## src/rtl/demux_pkg.sv

```systemverilog
// Shared definitions for the 1-to-4 demux sequencer and the downstream demux.
// Channel width, channel count and FSM state encoding live here.
package demux_pkg;

   localparam int NUM_CH = 4;
   localparam int SEL_W  = 2;

   typedef logic [SEL_W-1:0] sel_t;

   // 2'b11 is left unnamed on purpose; the FSM treats it as illegal and recovers to IDLE.
   typedef enum logic [1:0] {
      IDLE  = 2'b00,
      DRIVE = 2'b01,
      GAP   = 2'b10
   } state_e;

   function automatic sel_t nextChannel(input sel_t ch);
      return sel_t'((int'(ch) + 1) % NUM_CH);
   endfunction

endpackage

```

## src/rtl/demux_sequencer_if.sv

```systemverilog
// Upstream handshake plus demux-facing outputs of the sequencer.
// The master side feeds symbols in; the slave side is the sequencer itself.
interface demux_sequencer_if
   import demux_pkg::*;
#(
   parameter int CNT_W = 8
);

   logic             in_valid;
   logic             in_ready;
   logic             in_data;
   sel_t             in_addr;
   logic             mode;
   logic             D;
   sel_t             S;
   logic             busy;
   logic [CNT_W-1:0] sym_count;

   modport master (
      output in_valid, in_data, in_addr, mode,
      input  in_ready, D, S, busy, sym_count
   );

   modport slave (
      input  in_valid, in_data, in_addr, mode,
      output in_ready, D, S, busy, sym_count
   );

endinterface

```

## src/rtl/demux_hold_timer.sv

```systemverilog
// Loadable down-counter that tells the sequencer when a symbol's hold time is over.
// Loaded with HOLD_CYCLES-1 on accept, so done fires in the last DRIVE cycle.
module demux_hold_timer #(
   parameter int HOLD_CYCLES = 4
) (
   input  logic clk,
   input  logic rst_n,
   input  logic load_i,
   input  logic en_i,
   output logic done_o
);

   localparam logic [7:0] LOAD_VAL = 8'(HOLD_CYCLES - 1);

   logic [7:0] count_q, count_d;

   always_comb begin
      count_d = count_q;
      if (load_i) begin
         count_d = LOAD_VAL;
      end else if (en_i && (count_q != 8'd0)) begin
         count_d = count_q - 8'd1;
      end
   end

   assign done_o = en_i && (count_q == 8'd0);

   always_ff @(posedge clk or negedge rst_n) begin
      if (!rst_n) begin
         count_q <= 8'd0;
      end else begin
         count_q <= count_d;
      end
   end

endmodule

```

## src/rtl/demux_sequencer.sv

```systemverilog
// Drives one data bit and a channel select to the 1-to-4 demux for HOLD_CYCLES,
// then blanks D for a cycle so the select never changes while D is high.
module demux_sequencer
   import demux_pkg::*;
#(
   parameter int HOLD_CYCLES = 4,
   parameter int CNT_W       = 8
) (
   input  logic             clk,
   input  logic             rst_n,
   demux_sequencer_if.slave bus
);

   state_e           state_q, state_d;
   logic             data_q, data_d;
   sel_t             addr_q, addr_d;
   sel_t             rrPtr_q, rrPtr_d;
   logic             dOut_q, dOut_d;
   sel_t             sel_q, sel_d;
   logic             ready_q, ready_d;
   logic             busy_q, busy_d;
   logic [CNT_W-1:0] symCount_q, symCount_d;
   logic             accept;
   logic             holdDone;

   assign accept = (state_q == IDLE) && ready_q && bus.in_valid;

   demux_hold_timer #(
      .HOLD_CYCLES (HOLD_CYCLES)
   ) u_holdTimer (
      .clk    (clk),
      .rst_n  (rst_n),
      .load_i (accept),
      .en_i   (state_q == DRIVE),
      .done_o (holdDone)
   );

   // Mode is looked at only here, so flipping it mid-symbol cannot move S.
   always_comb begin
      state_d    = state_q;
      data_d     = data_q;
      addr_d     = addr_q;
      rrPtr_d    = rrPtr_q;
      symCount_d = symCount_q;
      case (state_q)
         IDLE: begin
            if (accept) begin
               state_d = DRIVE;
               data_d  = bus.in_data;
               if (bus.mode) begin
                  addr_d  = rrPtr_q;
                  rrPtr_d = nextChannel(rrPtr_q);
               end else begin
                  addr_d = bus.in_addr;
               end
            end
         end
         DRIVE: begin
            if (holdDone) begin
               state_d = GAP;
            end
         end
         GAP: begin
            state_d    = IDLE;
            symCount_d = symCount_q + CNT_W'(1);
         end
         default: begin
            state_d = IDLE;
         end
      endcase
   end

   // Outputs are computed from the next state so they line up with it after the edge.
   always_comb begin
      dOut_d  = 1'b0;
      sel_d   = sel_q;
      busy_d  = (state_d != IDLE);
      ready_d = (state_d == IDLE) && !accept;
      if (state_d == DRIVE) begin
         dOut_d = data_d;
         sel_d  = addr_d;
      end
   end

   always_ff @(posedge clk or negedge rst_n) begin
      if (!rst_n) begin
         state_q    <= IDLE;
         data_q     <= 1'b0;
         addr_q     <= '0;
         rrPtr_q    <= '0;
         dOut_q     <= 1'b0;
         sel_q      <= '0;
         ready_q    <= 1'b0;
         busy_q     <= 1'b0;
         symCount_q <= '0;
      end else begin
         state_q    <= state_d;
         data_q     <= data_d;
         addr_q     <= addr_d;
         rrPtr_q    <= rrPtr_d;
         dOut_q     <= dOut_d;
         sel_q      <= sel_d;
         ready_q    <= ready_d;
         busy_q     <= busy_d;
         symCount_q <= symCount_d;
      end
   end

   assign bus.in_ready  = ready_q;
   assign bus.D         = dOut_q;
   assign bus.S         = sel_q;
   assign bus.busy      = busy_q;
   assign bus.sym_count = symCount_q;

endmodule

```

## src/flat_wrapper.sv

```systemverilog
// flat-port wrapper written by rule: the top's interface ports become plain ports
module demux_sequencer_flat import demux_pkg::*;
#(
   parameter int HOLD_CYCLES = 4,
   parameter int CNT_W       = 8
)
  (clk, rst_n, bus_in_valid, bus_in_data, bus_in_addr, bus_mode, bus_in_ready, bus_D, bus_S, bus_busy, bus_sym_count);
  demux_sequencer_if #(.CNT_W(CNT_W)) bus_i ();
  input  logic clk;
  input  logic rst_n;
  input wire logic [$bits(bus_i.in_valid)-1:0] bus_in_valid;
  input wire logic [$bits(bus_i.in_data)-1:0] bus_in_data;
  input wire logic [$bits(bus_i.in_addr)-1:0] bus_in_addr;
  input wire logic [$bits(bus_i.mode)-1:0] bus_mode;
  output wire logic [$bits(bus_i.in_ready)-1:0] bus_in_ready;
  output wire logic [$bits(bus_i.D)-1:0] bus_D;
  output wire logic [$bits(bus_i.S)-1:0] bus_S;
  output wire logic [$bits(bus_i.busy)-1:0] bus_busy;
  output wire logic [$bits(bus_i.sym_count)-1:0] bus_sym_count;
  assign bus_i.in_valid = bus_in_valid;
  assign bus_i.in_data = bus_in_data;
  assign bus_i.in_addr = bus_in_addr;
  assign bus_i.mode = bus_mode;
  assign bus_in_ready = bus_i.in_ready;
  assign bus_D = bus_i.D;
  assign bus_S = bus_i.S;
  assign bus_busy = bus_i.busy;
  assign bus_sym_count = bus_i.sym_count;
  demux_sequencer #(.HOLD_CYCLES(HOLD_CYCLES), .CNT_W(CNT_W)) u_core (.clk(clk), .rst_n(rst_n), .bus(bus_i));
endmodule
```

## config.mk

```make
export PLATFORM = sky130hd
export DESIGN_NAME = demux_sequencer_flat
export DESIGN_NICKNAME = d
export VERILOG_FILES = /design/src/rtl/demux_pkg.sv /design/src/rtl/demux_sequencer_if.sv /design/src/rtl/demux_hold_timer.sv /design/src/rtl/demux_sequencer.sv /design/src/flat_wrapper.sv
export SDC_FILE = /design/constraint.sdc
export NUM_CORES = 1
export LEC_CHECK = 0
export BUFFER_PORTS_ARGS = -buffer_cell sky130_fd_sc_hd__buf_4
export CAP_MARGIN = 10
export CORE_ASPECT_RATIO = 1.75
export CORE_MARGIN = 2
export CORE_UTILIZATION = 54
export CTS_CLUSTER_SIZE = 20
export DETAILED_ROUTE_END_ITERATION = 10
export PLACE_DENSITY = 0.85
export SETUP_SLACK_MARGIN = 0.15
export SYNTH_ARGS = -nofsm -noshare
export SYNTH_HDL_FRONTEND = slang
export SYNTH_HIERARCHICAL = 1
export SYNTH_SLANG_ARGS = --single-unit
```

## constraint.sdc

```tcl
create_clock -name clk -period 2.28 [get_ports clk]
set_clock_uncertainty 0.05 [all_clocks]
set_input_delay 0.114 -clock clk [delete_from_list [all_inputs] [get_ports clk]]
set_output_delay 0.114 -clock clk [all_outputs]
set_load 0.02 [all_outputs]
```

==> impl_metrics.json, run 1 <==
{
  "layout-drive-gt1-share": 0.296,
  "grt_pass1_vias": 951,
  "reg2reg_from": "u_core/state_q[0]$_DFF_PN0_",
  "root_buffer": "clkbuf_8",
  "ctsLongestPathBuffers": 2,
  "synth-xor-area-share": 0.0608,
  "vdd_drop_max_v": 0.000374,
  "synth-edff-count": 0,
  "r2r_setup_slack_ns": 0.22,
  "die_w_um": 41.0,
  "io-pin-count": 20,
  "grt_max_degree": 29,
  "hold_viol_final": 0,
  "startpoint": "u_core/state_q[0]$_DFF_PN0_",
  "maxCapViolCount": 0,
  "clock_sinks": 28,
  "synth_nets": 118,
  "gp_congestion": 0.889,
  "core_um2": 2270,
  "p_leak_nw": 0.750,
  "post-cts-setup-buffers": 0,
  "dp_hpwl_mm": 1.98,
  "start_util": 0.570,
  "crit_type": "flip-flop to flip-flop",
  "numCtsBuffers": 3,
  "ys.flop_type": "dfrtp_1",
  "power_mw": 0.816,
  "powerDensity_nw_per_um2": 525,
  "synth-seq-area-share": 0.541,
  "yosysMostFrequentCell": "dfrtp_1",
  "wl_per_cell_um": 17.3,
  "ys_types": 33,
  "clkSlewWorstSetupHoldPaths_ns": 0.09,
  "ys_ff_latch": 28,
  "fmax_ghz": 0.486,
  "die_y_um": 68.8,
  "diodes": 0,
  "syn_area_um2": 1300,
  "port-buffer-count": 19,
  "final.period_utilization": 0.903,
  "drcViolationCount": 0,
  "insertion_delay_ns": 0.27,
  "min_path_type": "input pin to flip-flop",
  "drt_pass1_iterations": 4,
  "synth-compound-area-share": 0.0502,
  "h-tree-depth": 1,
  "postSynthCellCount": 109,
  "die-area_um2": 2820,
  "syn_area_per_cell_um2": 11.9,
  "ys_warn_count": 6,
  "gr-total-overflow": 0,
  "yosys.area.top_type": "dfrtp_1",
  "synth_top_family_by_area": "simple AND/OR/NAND/NOR gates",
  "pre_cts_ws_ns": 0.222,
  "reg2regPathDepth": 4,
  "worst_slew_pin_slew_ns": 0.490,
  "synth-simple-area-share": 0.183,
  "fin_cells": 160,
  "worstSetupEndpoint": "u_core/u_holdTimer/count_q[7]$_DFFE_PN0P_",
  "place_inst": 155,
  "end_kind": "flip-flop",
  "fin_nets": 145,
  "setup_viol_count_final": 0,
  "track_usage": 0.221,
  "status": "complete, no violations",
  "synthTopCellsByCount": "dfrtp_1, xnor2_1, nor2_1",
  "slew_headroom": 0.670,
  "final_util": 0.685,
  "r2r_end": "u_core/u_holdTimer/count_q[7]$_DFFE_PN0P_",
  "arrival_ns": 2.17,
  "path_max_fanout": 6,
  "synth.area.mux_share": 0.120,
  "ant_nets": 0,
  "first_iter_violations": 25,
  "synthAdderAreaFrac": 0.0193,
  "min_period_ns": 2.06,
  "yosysTopAreaCellShare": 0.541,
  "critical_path_required_ns": 2.39,
  "num_vias": 939,
  "drv_slew": 0,
  "num_rows": 23,
  "avgViaCountPerCell": 5.87,
  "async_flop_share": 1.00,
  "setup_ws_ns": 0.221,
  "antenna_found_initial": 0,
  "syn2layout_area_growth_pct": 20.1,
  "drt_wl_total_mm": 2.77,
  "cts_tree": "yes",
  "grt_setup_unrepaired": "no",
  "grt_pass1_wl_mm": 4.13,
  "synth.top_cells.by_area": "dfrtp_1, xnor2_1, mux2_2",
  "start_kind": "flip-flop",
  "fin_tns_setup_ns": 0
}
==> cell usage in the layout (no fill, tap or decap) <==
cell type,synthesis,routed
dfrtp_1,28,28
nor3b_1,1,1
nand4_1,4,4
and3_1,2,2
and2_1,2,2
or2_2,1,1
or4b_1,1,1
mux2_4,3,3
mux2_1,2,2
nand3b_1,1,1
nand2b_1,1,1
a2111oi_0,1,1
nor2b_1,5,4
a2111o_1,1,1
mux2_2,6,6
mux2i_1,2,2
ha_1,2,2
nor4_1,2,2
nor4bb_2,1,1
xor2_1,1,1
inv_1,5,5
a21oi_2,0,1
or4_1,3,3
o21ai_0,3,3
dlygate4sd3_1,0,1
or2_1,1,1
clkbuf_8,0,4
nor2_1,7,7
nand2_1,4,4
nor2b_2,0,1
a21oi_1,6,5
buf_4,0,23
xnor2_1,8,8
and4b_1,1,1
nand3_1,1,1
nor3_1,1,1
==> sequential cells by signal (all words and copies together), names as in the netlist <==
name                        cells
u_core/addr_q                   2
u_core/bus.sym_count            8
u_core/bus.in_ready             1
u_core/rrPtr_q                  2
u_core/bus.D                    1
u_core/bus.S                    2
u_core/state_q                  2
u_core/bus.busy                 1
u_core/data_q                   1
u_core/u_holdTimer/count_q      8
==> where the power goes <==
part | total [mW] | switching, mW | internal, mW
clock | 0.299 | 0.144 | 0.154
sequential | 0.496 | 0 | 0.496
combinational | 0.0219 | 0.0123 | 0.00952
==> per-layer routing <==
metal	global-route usage	routed length [um]	vias to the layer above
li1	-	-	436
met1	0.214	980	456
met2	0.426	1570	35
met3	0.0224	126	12
met4	0.0958	90	0
met5	0	0	-
==> kinds of logic after synthesis <==
| kind of cell | after synthesis |
|---|---|
| AO/OA/AOI/OAI | 11 |
| multiplexers | 13 |
| buffers and inverters | 7 |
| XOR/XNOR | 9 |
| flip-flops | 28 |
| adder cells (fa/ha/maj) | 2 |
| AND/OR/NAND/NOR | 39 |
==> worst min-delay path by stage <==
stage | from | endpoint | slack (ns) | cells after the start
6_report | bus_in_data | u_core/data_q$_DFF_PN0_ | 0.06 | 2
5_1_grt | bus_in_data | u_core/data_q$_DFF_PN0_ | 0.06 | 2
4_1_cts | bus_in_data | u_core/data_q$_DFF_PN0_ | 0.05 | 2
3_5_place_dp | rst_n | u_core/bus.sym_count[3]$_DFFE_PN0N_ | -0.004 | 1
3_3_place_gp | rst_n | u_core/bus.sym_count[3]$_DFFE_PN0N_ | -0.008 | 1
2_1_floorplan | rst_n | u_core/addr_q[0]$_DFF_PN0_ | -0.23 | 0
==> area by class of cell <==
class / count / area [um^2]
multi-input cells: 74 / 568
flip-flops and latches: 28 / 701
inverters: 5 / 18.8
clock buffers: 4 / 55.1
well taps: 25 / 31.3
fillers: 168 / 717
repair buffers: 24 / 183
==> repair_timing <==
| item | 4_1_cts | 5_1_grt |
|---|---|---|
| gates resized for setup | 0 | 2 |
| setup endpoints to repair | 0 | 4 |
| hold endpoints to repair | 28 | 0 |
| hold buffers | 1 | 0 |
==> through the flow <==
step | cell area (um^2) | hold WS [ns]
final | 1560 | 0.0569
after global routing | 1560 | 0.0623
after CTS | 1550 | 0.0471
after detailed placement | 1490 | -0.00433
after global placement | 1490 | -0.00819
after floorplan | 1300 | -0.232
==> critical path, cell delays in order (launching register included) <==
cell and delay (ns):
dfrtp_1 0.46, nor2b_2 0.33, or4b_1 0.50, nor4_1 0.24, mux2_2 0.37
Note: power is estimated with default switching activity, not from simulation.
==> run 2, diff against run 1 <==
--- a/config.mk
+++ b/config.mk
@@ -5,14 +5,15 @@
 export SDC_FILE = /design/constraint.sdc
 export NUM_CORES = 1
 export LEC_CHECK = 0
+export ABC_AREA = 1
 export BUFFER_PORTS_ARGS = -buffer_cell sky130_fd_sc_hd__buf_4
 export CAP_MARGIN = 10
 export CORE_ASPECT_RATIO = 1.75
 export CORE_MARGIN = 2
-export CORE_UTILIZATION = 54
+export CORE_UTILIZATION = 55
 export CTS_CLUSTER_SIZE = 20
 export DETAILED_ROUTE_END_ITERATION = 10
-export PLACE_DENSITY = 0.85
+export PLACE_DENSITY = 0.86
 export SETUP_SLACK_MARGIN = 0.15
 export SYNTH_ARGS = -nofsm -noshare
 export SYNTH_HDL_FRONTEND = slang
==> impl_metrics.json, run 2 <==
{
  "clockPowerShare": 0.180,
  "clkSlewWorstSetupHoldPaths_ns": 0.09,
  "insertion_delay_ns": 0.27,
  "crit_slowest_cell": "dfrtp_1",
  "critPathMostFrequentCell": "nand2_1",
  "path_max_fanout": 6,
  "crit_buf_inv": 4,
  "gp_congestion": 0.822,
  "root_buffer": "clkbuf_8",
  "end_kind": "flip-flop",
  "num_rows": 24,
  "grt_max_degree": 29,
  "cts_tree": "yes",
  "wl_met3_um": 109,
  "multi_input_area_um2": 608,
  "p_switching_mw": 0.875,
  "crit_type": "flip-flop to flip-flop",
  "vdd_drop_max_v": 0.000737,
  "arrival_ns": 1.96,
  "syn_area_um2": 1410,
  "fin_nets": 215,
  "min_period_ns": 1.79,
  "start_kind": "flip-flop",
  "routedLengthMet1_mm": 1.07,
  "min_path_type": "input pin to flip-flop",
  "drv_slew": 0,
  "numCtsBuffers": 3,
  "postSynthCellCount": 180,
  "clock_sinks": 28,
  "grt_pass1_wl_mm": 4.85,
  "fin_tns_setup_ns": 0,
  "io-pin-count": 20,
  "antenna_found_initial": 0,
  "ff_latch_area_um2": 701,
  "hold-worst-slack_ns": 0.0768,
  "synth-seq-area-share": 0.496,
  "p_leak_nw": 0.909,
  "yosys.area.top_type": "dfrtp_1",
  "internal_power_mw": 1.26,
  "drt_wl_total_mm": 2.70,
  "fin_cells": 231,
  "combPwrFrac": 0.437,
  "yosysMostFrequentCell": "nand2_1",
  "place_inst": 226,
  "powerDensity_nw_per_um2": 1270,
  "path_cells": "inv_1, ha_1, nand2_1, nor2_4, inv_2, nor2_1, inv_1, nand2_1, nand2_1, inv_1, nand2_1, nand2_1",
  "dp_hpwl_mm": 2.03,
  "hold_viol_final": 0,
  "synth.top_cells.by_area": "dfrtp_1, nand2_1, inv_1",
  "ctsLongestPathBuffers": 2,
  "synthTopCellsByCount": "nand2_1, dfrtp_1, inv_1",
  "post_cts_resized": 0,
  "port-buffer-count": 19,
  "die_w_um": 42.3,
  "async_flop_share": 1.00,
  "syn2layout_area_growth_pct": 18.7,
  "synth_nets": 189,
  "maxCapViolCount": 0,
  "worst_slew_pin_slew_ns": 0.541,
  "setup_viol_count_final": 0,
  "gr-total-overflow": 0,
  "first_iter_violations": 42,
  "setup_ws_ns": 0.489,
  "top_layer_used": "met4",
  "start_util": 0.573,
  "core_um2": 2460,
  "final.period_utilization": 0.786,
  "critical_path_required_ns": 2.45,
  "ys.flop_type": "dfrtp_1",
  "die_y_um": 71.0,
  "status": "complete, no violations",
  "pre_cts_ws_ns": 0.535,
  "p_seq_frac": 0.383,
  "synth-edff-count": 0,
  "drcViolationCount": 0,
  "final_cell_mix": "nand2_1, dfrtp_1, inv_1",
  "die-area_um2": 3000,
  "cp_top_family": "simple AND/OR/NAND/NOR gates",
  "syn_area_per_cell_um2": 7.84,
  "layout-drive-gt1-share": 0.156,
  "ys_warn_count": 6,
  "ys_types": 23,
  "track_usage": 0.206,
  "drt_pass1_iterations": 4,
  "ant_nets": 0,
  "place_area_um2": 1590,
  "avgViaCountPerCell": 5.09,
  "fmax_ghz": 0.558,
  "yosysTopAreaCellShare": 0.496,
  "diodes": 0,
  "num_vias": 1175,
  "grt_pass1_vias": 1219,
  "wl_per_cell_um": 11.7,
  "ys_ff_latch": 28,
  "wl_met2_mm": 1.49,
  "h-tree-depth": 1,
  "layout_commonest_cell": "nand2_1",
  "swShare": 0.410,
  "n_fill_cell": 197,
  "power_mw": 2.13,
  "cpPeakStageDelay_ns": 0.39,
  "design_area_um2": 1680,
  "slew_headroom": 0.636,
  "grt_setup_unrepaired": "no",
  "final_util": 0.680
}
[run 2: cell count changes in the layout (fill, tap and decap cells not counted), moves of 3 or more]
cell     previous run  this run
mux2_4              3         0
nor2b_1             4         0
nand3_1             1         9
mux2_2              6         0
xor2_1              1         4
nor2_1              7        20
or4_1               3         0
a21oi_1             5         1
buf_4              23        20
xnor2_1             8         1
nand2_1             4        67
inv_1               5        25
[run 2: cell type report]
class	instances	area share
multi-input combinational	125	0.363
tap	26	0.0194
sequential	28	0.418
timing repair buffer	21	0.0956
inverter	27	0.0612
clock inverter	1	0.0179
clock buffer	3	0.0246
[run 2: logic make-up after synthesis]
| family | after synthesis | share of synthesized area |
|---|---|---|
| XOR/XNOR | 5 | 0.0310 |
| AND/OR/NAND/NOR | 112 | 0.359 |
| buffers and inverters | 27 | 0.0727 |
| flip-flops | 28 | 0.496 |
| AO/OA/AOI/OAI | 6 | 0.0230 |
| adder cells (fa/ha/maj) | 2 | 0.0177 |
[run 2: power by group through the flow]
| stage | logic [mW] | clock network (mW) | registers, mW |
|---|---|---|---|
| 6_report | 0.931 | 0.385 | 0.816 |
| 5_1_grt | 1.05 | 0.418 | 0.841 |
| 4_1_cts | 0.935 | 0.396 | 0.813 |
| 3_5_place_dp | 0.929 | 0 | 0.820 |
| 3_3_place_gp | 0.878 | 0 | 0.814 |
| 2_1_floorplan | 0.593 | 0 | 0.878 |
[run 2: final timing paths]
check | startpoint | end | slack (ns) | cells past startpoint
setup reg to reg | u_core/u_holdTimer/count_q[0]$_DFFE_PN0P_ | u_core/bus.S[0]$_DFFE_PN0N_ | 0.49 | 12
hold reg to reg | u_core/rrPtr_q[1]$_DFFE_PN0P_ | u_core/rrPtr_q[1]$_DFFE_PN0P_ | 0.44 | 2
hold / removal | bus_in_data | u_core/data_q$_DFF_PN0_ | 0.08 | 3
setup / recovery | u_core/u_holdTimer/count_q[0]$_DFFE_PN0P_ | u_core/bus.S[0]$_DFFE_PN0N_ | 0.49 | 12
min in group asynchronous | rst_n | u_core/bus.sym_count[5]$_DFFE_PN0N_ | 0.23 | 2
max in group asynchronous | rst_n | u_core/rrPtr_q[1]$_DFFE_PN0P_ | 1.69 | 2
[run 2: worst register-to-register path, stage by stage (launching register included)]
cell and delay (ns):
dfrtp_1 0.39, inv_1 0.09, ha_1 0.29, nand2_1 0.14
nor2_4 0.20, inv_2 0.04, nor2_1 0.08, inv_1 0.05
nand2_1 0.06, nand2_1 0.10, inv_1 0.12, nand2_1 0.06
nand2_1 0.07
[run 2: layer usage]
metal,vias up,GRT usage
met3,4,0.0459
met1,540,0.237
li1,599,-
met5,-,0
met2,32,0.359
met4,0,0.0868
[run 2: timing repair]
action | in CTS | in global routing
setup buffers | 0 | 0
hold endpoints to repair | 28 | 0
hold buffers | 1 | 0
==> run 3, diff against run 2 <==
--- a/config.mk
+++ b/config.mk
@@ -10,10 +10,10 @@
 export CAP_MARGIN = 10
 export CORE_ASPECT_RATIO = 1.75
 export CORE_MARGIN = 2
-export CORE_UTILIZATION = 55
+export CORE_UTILIZATION = 50
 export CTS_CLUSTER_SIZE = 20
 export DETAILED_ROUTE_END_ITERATION = 10
-export PLACE_DENSITY = 0.86
+export PLACE_DENSITY = 0.83
 export SETUP_SLACK_MARGIN = 0.15
 export SYNTH_ARGS = -nofsm -noshare
 export SYNTH_HDL_FRONTEND = slang
==> constraint.sdc (replaced) <==
create_clock -name clk -period 1.55 [get_ports clk]
set_clock_uncertainty 0.05 [all_clocks]
set_input_delay 0.0775 -clock clk [delete_from_list [all_inputs] [get_ports clk]]
set_output_delay 0.0775 -clock clk [all_outputs]
set_load 0.02 [all_outputs]
==> impl_metrics.json, run 3 (same netlist as run 2, synthesis figures left out) <==
{
  "reg2regPathDepth": 9,
  "internal_power_mw": 1.96,
  "reg2reg_from": "u_core/u_holdTimer/count_q[0]$_DFFE_PN0P_",
  "h-tree-depth": 1,
  "fmax_ghz": 0.717,
  "maxCapViolCount": 0,
  "grt_max_degree": 29,
  "path_max_fanout": 10,
  "first_iter_violations": 51,
  "ctsLongestPathBuffers": 2,
  "start_util": 0.525,
  "crit_slowest_cell": "dfrtp_1",
  "wl_per_cell_um": 11.8,
  "slew_headroom": 0.762,
  "p_leak_nw": 0.974,
  "r2r_setup_slack_ns": 0.16,
  "ant_nets": 0,
  "fin_nets": 228,
  "drv_slew": 0,
  "num_vias": 1277,
  "worst_slew_pin_slew_ns": 0.356,
  "crit_buf_inv": 2,
  "root_buffer": "clkbuf_8",
  "hold_path.startpoint": "bus_in_data",
  "die_w_um": 44.2,
  "drt_wl_total_mm": 2.90,
  "numCtsBuffers": 3,
  "insertion_delay_ns": 0.27,
  "cpPeakStageDelay_ns": 0.37,
  "port-buffer-count": 19,
  "setup_viol_count_final": 0,
  "final_cell_mix": "nand2_1, buf_4, dfrtp_1",
  "swShare": 0.420,
  "core_um2": 2690,
  "drt_pass1_iterations": 4,
  "status": "complete, no violations",
  "die_y_um": 74.3,
  "start_kind": "flip-flop",
  "min_to": "u_core/data_q$_DFF_PN0_",
  "final_util": 0.680,
  "num_rows": 25,
  "setup_ws_ns": 0.155,
  "pre_cts_ws_ns": 0.0812,
  "clockPowerShare": 0.130,
  "syn2layout_area_growth_pct": 29.5,
  "crit_type": "flip-flop to flip-flop",
  "power_mw": 3.38,
  "clock_sinks": 28,
  "min_path_type": "input pin to flip-flop",
  "clkSlewWorstSetupHoldPaths_ns": 0.09,
  "gp_congestion": 0.783,
  "grt_setup_unrepaired": "yes",
  "avgViaCountPerCell": 5.21,
  "grt_pass1_vias": 1136,
  "p_switching_mw": 1.42,
  "gr-total-overflow": 0,
  "layout_commonest_cell": "nand2_1",
  "grt_pass1_wl_mm": 4.66,
  "powerDensity_nw_per_um2": 1850,
  "combPwrFrac": 0.520,
  "vdd_drop_max_v": 0.000994,
  "io-pin-count": 20,
  "diodes": 0,
  "p_seq_frac": 0.351,
  "dp_hpwl_mm": 2.00,
  "path_cells": "inv_2, ha_4, nand2_4, nor2_4, buf_4, nor2_8, nor2_8, nand2_1, nand2_1",
  "hold_path_depth": 3,
  "critical_path_required_ns": 1.66,
  "layout-drive-gt1-share": 0.294,
  "antenna_found_initial": 0,
  "cts_tree": "yes",
  "min_period_ns": 1.39,
  "cp_top_family": "simple AND/OR/NAND/NOR gates",
  "track_usage": 0.194,
  "hold_viol_final": 0,
  "arrival_ns": 1.51,
  "drcViolationCount": 0,
  "end_kind": "flip-flop",
  "fin_tns_setup_ns": 0,
  "final.period_utilization": 0.900,
  "r2r_end": "u_core/u_holdTimer/count_q[4]$_DFFE_PN0P_",
  "die-area_um2": 3280
}
run 3: changes by cell type in the layout (fill, tap and decap cells not counted), moves of 4 or more:
cell / delta
buf_4: +13
inv_1: -4
inv_2: +4
nand2_1: -5
nand2_2: +4
nor2_1: -5
nor2_2: +4
run 3: area by class of cell:
cell class | instances | area (um^2)
clock buffers | 4 | 55.1
fillers | 203 | 862
inverters | 27 | 103
multi-input cells | 125 | 677
flip-flops and latches | 28 | 702
well taps | 27 | 33.8
repair buffers | 34 | 258
run 3: worst max path at each step:
stage	start	to	slack, ns	cells past startpoint
after detailed placement	u_core/state_q[0]$_DFF_PN0_	u_core/bus.S[1]$_DFFE_PN0N_	0.08	10
after CTS	u_core/u_holdTimer/count_q[0]$_DFFE_PN0P_	u_core/bus.S[1]$_DFFE_PN0N_	0.14	12
after global routing	u_core/u_holdTimer/count_q[0]$_DFFE_PN0P_	u_core/bus.S[1]$_DFFE_PN0N_	0.05	12
after floorplan	u_core/u_holdTimer/count_q[2]$_DFFE_PN0P_	u_core/bus.S[0]$_DFFE_PN0N_	0.13	11
final	u_core/u_holdTimer/count_q[0]$_DFFE_PN0P_	u_core/u_holdTimer/count_q[4]$_DFFE_PN0P_	0.16	9
after global placement	u_core/u_holdTimer/count_q[2]$_DFFE_PN0P_	u_core/bus.D$_DFF_PN0_	0.12	10
run 3: layer usage:
layer / wire length [um] / up-vias / track usage
met5: 0 / - / 0
met4: 51 / 0 / 0.108
met3: 102 / 4 / 0.0218
met2: 1650 / 40 / 0.366
met1: 1100 / 607 / 0.200
li1: - / 626 / -
run 3: power by group through the flow:
stage               Clock (mW)  Combinational [mW]  Sequential (mW)
floorplan                    0               0.939             1.30
global placement             0                1.45             1.20
detailed placement           0                1.49             1.21
CTS                      0.457                1.66             1.17
global route             0.489                1.94             1.22
finish                   0.438                1.76             1.19
run 3: what timing repair did:
action,CTS,global route
hold endpoints to repair,28,0
buffers inserted,7,1
pin swaps,1,7
gates resized for setup,5,8
setup endpoints to repair,12,15
hold buffers,1,0
run 3: stage by stage:
step	std cells	cell area [um^2]	hold WS [ns]
finish	245	1830	0.0224
global route	245	1830	0.0291
CTS	244	1800	0.0130
detailed placement	232	1670	-0.0355
global placement	232	1670	-0.0416
floorplan	180	1450	-0.268
run 3: worst min-delay path: stages:
cell     delay, ns
buf_4         0.07
o21ai_0       0.10
inv_1         0.06
